[src/rtl/hps_io_pio.sv]
// hps_io_pio: LED, button and switch PIO on the lightweight HPS-to-FPGA bridge.
// Blink/PWM LED modes, synchronised and debounced inputs, edge capture, maskable irq.
module hps_io_pio #(
   parameter int N_LED     = 8,
   parameter int N_KEY     = 2,
   parameter int N_SW      = 4,
   parameter int DEBOUNCE  = 50000,
   parameter int BLINK_DIV = 25000000,
   parameter int PWM_BITS  = 8
) (
   input  logic             clk,
   input  logic             reset,
   input  logic [2:0]       address,
   input  logic             read,
   input  logic             write,
   input  logic [31:0]      writedata,
   output logic [31:0]      readdata,
   output logic             irq,
   input  logic [N_KEY-1:0] key_in,
   input  logic [N_SW-1:0]  sw_in,
   output logic [N_LED-1:0] led_out
);

   localparam int NV = N_KEY + N_SW;
   localparam int DW = $clog2(DEBOUNCE + 1);
   localparam int BW = $clog2(BLINK_DIV);

   localparam logic [DW-1:0] DEB_MAX = DW'(DEBOUNCE - 1);
   localparam logic [DW-1:0] DEB_ONE = DW'(1);
   localparam logic [BW-1:0] BLK_MAX = BW'(BLINK_DIV - 1);
   localparam logic [BW-1:0] BLK_ONE = BW'(1);
   localparam logic [PWM_BITS-1:0] PWM_ONE = PWM_BITS'(1);

   logic [N_LED-1:0]    led_data;
   logic [2*N_LED-1:0]  led_mode;
   logic [PWM_BITS-1:0] pwm_duty;
   logic [PWM_BITS-1:0] pwm_cnt;
   logic                pwm_on;
   logic [BW-1:0]       presc;
   logic                blink_ph;
   logic [N_LED-1:0]    led_nxt;

   logic [NV-1:0] irq_mask;
   logic [NV-1:0] edge_cap;
   logic [NV-1:0] edge_sel;
   logic [NV-1:0] edge_hit;
   logic [NV-1:0] w1c;

   logic [NV-1:0] sync1;
   logic [NV-1:0] sync2;
   logic [NV-1:0] deb;
   logic [NV-1:0] deb_d;
   logic [DW-1:0] deb_cnt [NV];

   logic [31:0] rdata;
   logic        unused_bits;

   assign unused_bits = ^writedata;

   always_ff @(posedge clk or posedge reset) begin
      if (reset) begin
         led_data <= '0;
         led_mode <= '0;
         pwm_duty <= '0;
         irq_mask <= '0;
         edge_sel <= '0;
      end else if (write) begin
         case (address)
            3'd0: led_data <= writedata[N_LED-1:0];
            3'd1: led_mode <= writedata[2*N_LED-1:0];
            3'd2: pwm_duty <= writedata[PWM_BITS-1:0];
            3'd5: irq_mask <= writedata[NV-1:0];
            3'd7: edge_sel <= writedata[NV-1:0];
            default: ;
         endcase
      end
   end

   // Idle level is high, so the sync chain resets to ones.
   always_ff @(posedge clk or posedge reset) begin
      if (reset) begin
         sync1 <= '1;
         sync2 <= '1;
         deb   <= '1;
         deb_d <= '1;
         for (int i = 0; i < NV; i++) deb_cnt[i] <= '0;
      end else begin
         sync1 <= {sw_in, key_in};
         sync2 <= sync1;
         deb_d <= deb;
         for (int i = 0; i < NV; i++) begin
            if (sync2[i] == deb[i]) begin
               deb_cnt[i] <= '0;
            end else if (deb_cnt[i] == DEB_MAX) begin
               deb[i]     <= sync2[i];
               deb_cnt[i] <= '0;
            end else begin
               deb_cnt[i] <= deb_cnt[i] + DEB_ONE;
            end
         end
      end
   end

   // sel=1 passes any change; sel=0 keeps only falling (prev high).
   assign edge_hit = (deb ^ deb_d) & (edge_sel | deb_d);
   assign w1c = (write && address == 3'd6) ? writedata[NV-1:0] : '0;

   always_ff @(posedge clk or posedge reset) begin
      if (reset) edge_cap <= '0;
      else       edge_cap <= (edge_cap & ~w1c) | edge_hit;
   end

   assign irq = |(edge_cap & irq_mask);

   always_ff @(posedge clk or posedge reset) begin
      if (reset) begin
         presc    <= '0;
         blink_ph <= 1'b0;
         pwm_cnt  <= '0;
      end else begin
         pwm_cnt <= pwm_cnt + PWM_ONE;
         if (presc == BLK_MAX) begin
            presc    <= '0;
            blink_ph <= ~blink_ph;
         end else begin
            presc <= presc + BLK_ONE;
         end
      end
   end

   assign pwm_on = pwm_cnt < pwm_duty;

   always_comb begin
      led_nxt = '0;
      for (int i = 0; i < N_LED; i++) begin
         case (led_mode[2*i +: 2])
            2'b00:   led_nxt[i] = led_data[i];
            2'b01:   led_nxt[i] = led_data[i] & blink_ph;
            2'b10:   led_nxt[i] = led_data[i] & pwm_on;
            default: led_nxt[i] = led_data[i] & ~blink_ph;
         endcase
      end
   end

   always_ff @(posedge clk or posedge reset) begin
      if (reset) led_out <= '0;
      else       led_out <= led_nxt;
   end

   always_comb begin
      rdata = '0;
      case (address)
         3'd0: rdata[N_LED-1:0]    = led_data;
         3'd1: rdata[2*N_LED-1:0]  = led_mode;
         3'd2: rdata[PWM_BITS-1:0] = pwm_duty;
         3'd3: rdata[N_KEY-1:0]    = deb[N_KEY-1:0];
         3'd4: rdata[N_SW-1:0]     = deb[NV-1:N_KEY];
         3'd5: rdata[NV-1:0]       = irq_mask;
         3'd6: rdata[NV-1:0]       = edge_cap;
         3'd7: rdata[NV-1:0]       = edge_sel;
         default: ;
      endcase
   end

   // Sampled before any same-cycle write lands.
   always_ff @(posedge clk or posedge reset) begin
      if (reset)     readdata <= '0;
      else if (read) readdata <= rdata;
   end

endmodule

[config.mk]
export PLATFORM = sky130hd
export DESIGN_NAME = hps_io_pio
export DESIGN_NICKNAME = d
export VERILOG_FILES = /design/src/rtl/hps_io_pio.sv
export SDC_FILE = /design/constraint.sdc
export NUM_CORES = 1
export LEC_CHECK = 0
export CAP_MARGIN = 20
export CORE_UTILIZATION = 55
export CTS_CLUSTER_DIAMETER = 30
export DETAILED_ROUTE_END_ITERATION = 10
export HOLD_SLACK_MARGIN = 0.15
export MAX_ROUTING_LAYER = met4
export PLACE_DENSITY = 0.75
export SLEW_MARGIN = 40
export SYNTH_ARGS = -nofsm -noshare
export SYNTH_HDL_FRONTEND = slang
export SYNTH_SLANG_ARGS = --single-unit
[constraint.sdc]
create_clock -name clk -period 8.89 [get_ports clk]
set_input_delay 1.778 -clock clk [delete_from_list [all_inputs] [get_ports clk]]
set_output_delay 1.778 -clock clk [all_outputs]
set_load 0.1 [all_outputs]
; ---- Yosys cells after proc, flatten, opt, wreduce, memory -nomap -nowiden
; Index checks and enable logic that the tools add are counted.
[totals]
regBits = 228
output_inout_bits = 41
word_cells = 158
[op_classes]
add_sub_neg = 8
n_lt_le_gt_ge = 1
n_eq_ne = 36
n_mux = 27
bitwise_logic = 38
n_reduce_logical = 22
[ops]
columns = cell, n
row1 = 2-to-1 mux 16 bit, 12
row2 = adder 16 x 1 -> 16 bit (second input constant), 6
row3 = == test 16 bit (second input constant), 6
row4 = adder 25 x 1 -> 25 bit (second input constant), 1
row5 = == test 25 bit (second input constant), 1
row6 = 2-to-1 mux 25 bit, 1
row7 = bitwise AND 1 bit, 24
row8 = one-hot mux 1 bit (3 select lines), 8
row9 = AND reduction 2 bit, 11
row10 = bitwise AND 6 bit, 3
row11 = == test 2 x 1 -> 1 bit (second input constant), 8
row12 = == test 2 bit (second input constant), 8
row13 = zero test 2 bit, 8
row14 = one-hot mux 2 bit (8 select lines), 1
row15 = one-hot mux 2 bit (7 select lines), 1
row16 = == test 3 bit (second input constant), 4
row17 = bitwise OR 6 bit, 2
row18 = one-hot mux 2 bit (6 select lines), 1
row19 = adder 8 x 1 -> 8 bit (second input constant), 1
row20 = less-than comparator 8 bit, 1
row21 = 2-to-1 mux 8 bit, 1
row22 = inverter 1 bit, 7
row23 = == test 1 bit, 6
row24 = == test 3 x 2 -> 1 bit (second input constant), 2
row25 = other kinds (8), 8

; ---- Depth between registers and ports, before layout
; Gate-level depths: netlist of run 1.
[depth]
word_depth = 6
depth_mapped = 8

; ---- Least setup slack after synthesis of run 1
; No wires, ideal clock.
[synth_path]
kind = register -> output
from = register irq_mask[1]
to = output irq
arrival_time_ns = 1.298
required_ns = 7.112
slack_ns = 5.814
stages_incl_launch_ff = 3
n_path_buf = 0
cell_sequence = dfrtp_1 > a22oi_1 > nand3_1
[synth_via]
elab_chain_len = 2
[synth_lines]
columns = item, line
row1 = start: declaration, 43  ; logic [NV-1:0] irq_mask;
row2 = start signal: assignment, 72  ; 3'd5: irq_mask <= writedata[NV-1:0];
row3 = bitwise AND 6 bit, 113  ; assign irq = |(edge_cap & irq_mask);
row4 = OR reduction 6 bit, 113
row5 = end: declaration, 18  ; output logic irq,
; No other way between the ends.

; ---- Final worst setup path of run 1
[layout_path]
from = input address[0]
to = register led_mode[5]
[layout_via]
elab_chain_len = 2
[layout_lines]
columns = item, line
row1 = start: declaration, 13  ; input logic [2:0] address,
row2 = == test 3 x 1 -> 1 bit, 68  ; case (address)
row3 = AND reduction 2 bit (no line), n/a
row4 = end signal: assignment, 70  ; 3'd1: led_mode <= writedata[2*N_LED-1:0];
row5 = end: declaration, 35  ; logic [2*N_LED-1:0] led_mode;
; No other way between the ends.
; A chain may end at the register's enable or synchronous reset.

==> metrics.md, run 1 <==
| Metric | Value |
|---|---|
| Clk sink count | 228 |
| CP delay by family, top | simple AND/OR/NAND/NOR gates |
| RSZ-0062 raised after global routing | no |
| Crit Path Class | in2reg |
| Post-Synth Simple-Gate Area | 0.190 |
| CTS Root Cell | clkbuf_16 |
| Maximum vdd drop | 0.000208 V |
| Syn_area_per_cell | 10.1 um2 |
| First-pass detailed-route iteration total | 5 |
| Most common cell after layout, fill and taps aside | dfrtp_1 |
| #FFs+latches synth | 228 |
| Via count | between 7,000 and 8,000 |
| Vias per inst | ~5.3 |
| Multi-input logic area | ~4800 um2 |
| Max Cap Viol | 0 |
| Ports | 86 |
| Mux cell area share after synthesis | 0.0409 |
| Clock Skew | 0.0138 ns |
| Setup TNS | 0 ns |
| Mapped cell area | 11,000 um2 |
| First-pass GRT wire length | between 30 and 40 mm |
| Die Span Y | 143 um |
| Final #Nets | approximately 1,200 |
| Hold Crit Class | reg2reg |
| Asr flop ratio synth | 1.00 |
| Register area share after synthesis | 0.522 |
| Maximum clock frequency | 265 MHz |
| Core area | about 20,000 um2 |
| FILL cells | roughly 1,500 |
| Die Wd | 143 um |
| Detailed Place HPWL | between 10 and 15 mm |
| Routability congestion estimate | between 0.8 and 0.9 |
| CP endpoint kind | flip-flop |
| CP Launch Type | primary input |
| Arrival time worst endpoint | just over 4 ns |
| Post-synth EDFFs | 0 |
| Final hold viol count | 0 |
| Netlist cell types | 60 |
| Hold Buf Count CTS | 0 |
| Power Dens Cells | around 260 nW/um2 |
| Highest net fanout along the worst path | 32 |
| Worst-margin pin slew | approximately 0.86 ns |
| Leak | 6.16 nW |
| H-tree depth | 2 |
| Worst skew pair latency | 0.52 ns |
| Worst path slowest cell | nor2b_1 |
| Clock tree buffer depth | 3 |
| XOR/XNOR share of the synthesized area | 0.0948 |
| Commonest non-fill, non-tap cells in the layout | dfrtp_1, nor2_1, nand2_1 |
| Critical Path, Cell by Cell | clkdlybuf4s50_1 -> buf_4 -> nor2b_1 -> nand2_1 -> nor2_4 -> o21ai_0 |
| Total wire length | approximately 22 mm |
| Syn Inst Count | between 1,000 and 1,500 |
| Vias in the first global route | 7,578 |
| Final worst slack | 5.11 ns |
| Synth-to-layout area growth | 21.9% |
| Post-synthesis adder-cell area fraction | 0.0444 |
| Crit share post-route | 0.425 |
| Total power | around 3.5 mW |
| Status | finished clean |
| Initial DRC Count | ~420 |
| Rows | 51 |
| Top_reg_cell synth | dfrtp_1 |
| Place WS | approximately 4.7 ns |
| CP Data Required Time | a little over 9 ns |
| CP max stage delay | between 0.6 and 0.7 ns |
| Min Tclk post-route | roughly 3.8 ns |
| Die area | slightly above 20,000 um2 |
| N_diodes | 0 |
| Inserted Clock Buffers | just under 50 |
| Relative slew slack | 0.411 |
| YS warnings | 0 |
| Residual DRC count | 0 |
| Number of setup buffers added after CTS | 0 |
| PortBufs | 53 |
| Synth Area in Compound Gates | 0.0584 |
| Largest net degree at the start of global routing | roughly 150 |
| Clk pin slew, worst setup/hold paths | about 0.050 ns |
| Post-CTS sizing | 0 |
| Final Setup Violations | 0 |
| Initial antenna violation count | 0 |
| Gr ovfl total | 0 |
| Avg WL per Cell | 14.8 um |
| CP Buf/Inv Count | 2 |
| Register Area | ~5700 um2 |
| Largest family of logic cells by synthesized area | simple AND/OR/NAND/NOR gates |
| Share of cells above drive strength 1 | 0.155 |
| Initial core utilization | 0.563 |
| Final Max Tran Viols | 0 |
| Overall routing resource usage | 0.226 |
| Routed Antenna Nets | 0 |
| CTS tree | built |
## report_power, final
group	leakage [nW]	internal, mW	switching [mW]
combinational	2.32	0.114	0.325
clock	0.888	1.36	0.580
sequential	2.95	1.11	0.0489
## cell type report
class,count,area share
tap,265,0.0247
clock buffer,66,0.106
sequential,228,0.428
multi-input combinational,755,0.357
inverter,74,0.0219
clock inverter,26,0.0289
timing repair buffer,57,0.0327
## routing by layer
metal / wire length [um] / vias up / global-route usage
met5: 0 / - / -
met4: 446 / 0 / 0.0745
met3: 874 / 42 / 0.0400
li1: - / 3789 / -
met1: 9850 / 3768 / 0.299
met2: 10600 / 143 / 0.355
## path summary, 6_finish.rpt
kind / from / end / slack [ns] / depth (start not counted)
min in group asynchronous: reset / deb_cnt[92] / 1.82 / 2
min: sync1[0] / sync2[0] / 0.35 / 0
max: address[0] / led_mode[5] / 5.11 / 6
max in group asynchronous: reset / led_out[5] / 5.92 / 3
min reg2reg: sync1[0] / sync2[0] / 0.35 / 0
max reg2reg: deb_cnt[58] / deb_cnt[52] / 6.86 / 4
## metrics by stage
step           cells  area, um2  utilization  hold WS [ns]
6_report        1471      13400        0.686         0.353
5_1_grt         1471      13400        0.686         0.358
4_1_cts         1471      13400        0.686         0.354
3_5_place_dp    1379      11600        0.594         0.347
3_3_place_gp    1378      11700        0.598         0.346
2_1_floorplan   1103      11000            -         0.345
## flip-flops by register name, summed over array words and instances, names as in the netlist, 8 cells and up
register / cells
led_out: 8
presc: 25
pwm_duty: 8
led_mode: 16
led_data: 8
pwm_cnt: 8
readdata: 16
deb_cnt: 96
## cells in the mapped netlist (4+ instances only)
master	count	area share
nor3_1	13	0.0059
inv_1	74	0.025
o22ai_1	6	0.0034
mux2_2	27	0.028
o21ai_0	52	0.024
mux2i_1	10	0.0091
a221o_1	6	0.0055
xor2_1	67	0.053
buf_2	7	0.0032
dfstp_2	24	0.057
nor2_1	160	0.055
and4_1	8	0.0064
nand2_1	112	0.038
buf_4	17	0.012
a22oi_1	4	0.0027
nand2b_1	4	0.0023
and3_1	22	0.013
a21oi_1	17	0.0077
nor4_1	4	0.0023
dfrtp_1	204	0.46
nand4_1	35	0.020
clkbuf_1	17	0.0058
xnor2_1	52	0.041
ha_1	39	0.044
nand3_1	45	0.020
a211oi_1	10	0.0068
## logic make-up (layout without fill, tap and decap cells)
family,after synthesis,count (layout)
buffers and inverters,120,223
multiplexers,39,39
adder cells (fa/ha/maj),39,39
XOR/XNOR,119,119
flip-flops,228,228
AND/OR/NAND/NOR,435,435
AO/OA/AOI/OAI,107,107
other,1,16
Power figures use the tool's default switching activity.
==> run 2: changes to the inputs <==
Settings changed: CORE_UTILIZATION 55 to 53.
Clock period 8.89 ns to 3.45 ns, I/O delays scaled along.
==> run 2 against run 1 <==
  * Clock power is 140% higher
  * Design area decreased by 0.24%
  * Register-to-register slack got worse by 5.5 ns
  * Final cell count up 0.68%
  * Global-route usage fell by 0.79 points
  * Count of clock-buffer cells in the layout decreased by 13
  * Wire length down 0.28%
==> metrics.md, run 2 (synthesis results as in run 1) <==
| Metric | Value |
|---|---|
| Clk sink count | 228 (unchanged) |
| Clock power frac | 0.531 (-0.017) |
| Critical Path, Cell by Cell | clkdlybuf4s50_1 -> buf_4 -> mux2i_1 -> nor2_1 -> a2111oi_0 -> o22ai_1 |
| Hold EP | sync2[2] |
| Inserted Clock Buffers | 46 (-6.1%) |
| Commonest non-fill, non-tap cells in the layout | dfrtp_1, nor2_1, nand2_1 |
| Final hold viol count | 0 (unchanged) |
| Final Max Tran Viols | 0 (unchanged) |
| Die area | 21,300 um2 (+3.7%) |
| N_diodes | 0 (unchanged) |
| Number of setup buffers added after CTS | 0 (unchanged) |
| Max Cap Viol | 0 (unchanged) |
| Core area | 20,300 um2 (+4.0%) |
| Routability congestion estimate | 0.797 (-1.9%) |
| CP Launch Type | primary input |
| Total power | 8.84 mW (+150%) |
| CP max stage delay | 0.77 ns (+0.16 ns) |
| Gr ovfl total | 0 (unchanged) |
| Comb pwr share | 0.129 (+0.005) |
| M3 GR Usage | 0.0381 (-0.00186) |
| Relative slew slack | 0.481 (+0.0705) |
| First-pass detailed-route iteration total | 5 (unchanged) |
| Vias per inst | 5.26 (-0.14%) |
| Part of the power in registers | 0.339 (+0.011) |
| Final Setup Violations | 0 (unchanged) |
| Overall routing resource usage | 0.218 (-0.00786) |
| Hold_sp | sync1[2] |
| Via count | 7,784 (+0.54%) |
| Routed Antenna Nets | 0 (unchanged) |
| Die Span Y | 146 um (+1.8%) |
| R2r setup slk | 1.33 ns (-5.53 ns) |
| Min Tclk post-route | 2.29 ns |
| Hold Crit Class | reg2reg |
| CP delay by family, top | buffers and inverters |
| Clock Skew | 0.0216 ns (+0.00781 ns) |
| Crit Path Class | in2reg |
| Leak | 6.14 nW (-0.31%) |
| Final #Nets | 1,257 (+0.64%) |
| Initial core utilization | 0.541 (-0.0214) |
| Worst r2r src | pwm_cnt[1] |
| Maximum vdd drop | 0.000417 V (+100%) |
| Vias in the first global route | 7,669 (+1.2%) |
| Initial DRC Count | 433 (+2.1%) |
| Crit path from | address[1] |
| Top reg by flops | deb_cnt |
| Residual DRC count | 0 (unchanged) |
| Number of flip-flops under the largest register name | 96 (unchanged) |
| Setup TNS | 0 ns (unchanged) |
| First-pass GRT wire length | 37.0 mm (+2.5%) |
| CTS tree | built |
| Rows | 52 (+2.0%) |
| Power Dens Cells | 661 nW/um2 (+150%) |
| Die Wd | 146 um (+1.8%) |
| CTS Root Cell | clkbuf_16 |
| Maximum clock frequency | around 440 MHz |
| Arrival time worst endpoint | 2.66 ns (-1.47 ns) |
| Crit share post-route | 0.663 |
| PortBufs | 53 (unchanged) |
| Met2 usage | 0.344 (-0.0111) |
| Worst path slowest cell | clkdlybuf4s50_1 |
| Sw power | 2.50 mW (+160%) |
| Ports | 86 (unchanged) |
| Avg WL per Cell | 14.7 um (-0.95%) |
| Levels on crit path | 6 (unchanged) |
| RSZ-0062 raised after global routing | no |
| Largest registers | deb_cnt (96), presc (25) |
| Worst skew pair latency | 0.54 ns (+0.02 ns) |
| M1 GR Usage | 0.291 (-0.00796) |
| Clock tree buffer depth | 3 (unchanged) |
| Clk pin slew, worst setup/hold paths | 0.05 ns (about the same) |
| Synth-to-layout area growth | 21.6% |
| Detailed Place HPWL | 14.1 mm (+3.9%) |
| Worst Hold Depth | 0 (unchanged) |
| Share of cells above drive strength 1 | 0.159 (+0.00431) |
| Global routing's busiest layer | met2 |
| H-tree depth | 2 (unchanged) |
| P_int | 6.34 mW (+140%) |
| CP endpoint kind | flip-flop |
| Hold Buf Count CTS | 0 (unchanged) |
| Worst-margin pin slew | 0.778 ns (-0.0835 ns) |
| Status | finished clean |
| Post-CTS sizing | 0 (unchanged) |
| Reg-to-Reg End | led_out[2] |
| CP Buf/Inv Count | 2 (unchanged) |
| CP Data Required Time | 3.82 ns (-5.42 ns) |
| Initial antenna violation count | 0 (unchanged) |
| Highest net fanout along the worst path | 9 (-72%) |
| Most common cell after layout, fill and taps aside | dfrtp_1 |
| Largest net degree at the start of global routing | 87 (-43%) |
| Total wire length | 21.7 mm (-0.28%) |
| Switching Fraction | 0.282 (+0.0132) |
| Worst r2r path cells | 5 (+1) |
-- run 2: changes by cell type in the layout (fill, tap and decap cells not counted), moves of 2 or more --
cell,delta
buf_12,+3
buf_2,-3
buf_4,+12
buf_6,-2
clkbuf_1,-5
clkbuf_16,-4
clkbuf_8,-4
clkinv_2,+2
clkinvlp_4,+5
-- run 2: worst max-delay path by stage --
stage	end	slack [ns]
3_3_place_gp	readdata[0]	0.61
5_1_grt	readdata[0]	0.94
4_1_cts	irq	1.12
2_1_floorplan	blink_ph	-0.20
3_5_place_dp	readdata[0]	0.65
6_report	readdata[0]	1.16
-- run 2: area by class of cell --
cell class | count | area (um2)
sequential | 228 | 5740
clock buffer | 53 | 1250
multi-input combinational | 755 | 4770
clock inverter | 33 | 429
fill | 1599 | 6930
tap | 270 | 338
timing repair buffer | 68 | 561
inverter | 74 | 282
-- run 2: per-stage QoR --
stage | hold WS [ns] | cell area, um2 | setup slack [ns] | utilization | std cells
finish | 0.354 | 13400 | 1.16 | 0.658 | 1481
CTS | 0.355 | 13400 | 1.12 | 0.658 | 1481
detailed placement | 0.347 | 11700 | 0.653 | 0.576 | 1395
global route | 0.360 | 13400 | 0.939 | 0.658 | 1481
global placement | 0.346 | 11800 | 0.607 | 0.581 | 1394
floorplan | 0.345 | 11100 | -0.200 | - | 1103
-- run 2: per-layer routing --
metal | wire [um] | vias up
li1 | - | 3798
met4 | 408 | 0
met3 | 886 | 40
met5 | 0 | -
met1 | 10100 | 3795
met2 | 10300 | 151
-- run 2: power by group through the flow --
| stage | logic, mW | clock network (mW) | registers, mW |
|---|---|---|---|
| detailed placement | 1.14 | 0 | 3.04 |
| CTS | 1.15 | 4.78 | 3.00 |
| global placement | 1.16 | 0 | 3.03 |
| global route | 1.24 | 4.91 | 3.02 |
| floorplan | 0.558 | 0 | 3.36 |
| finish | 1.14 | 4.70 | 3.00 |
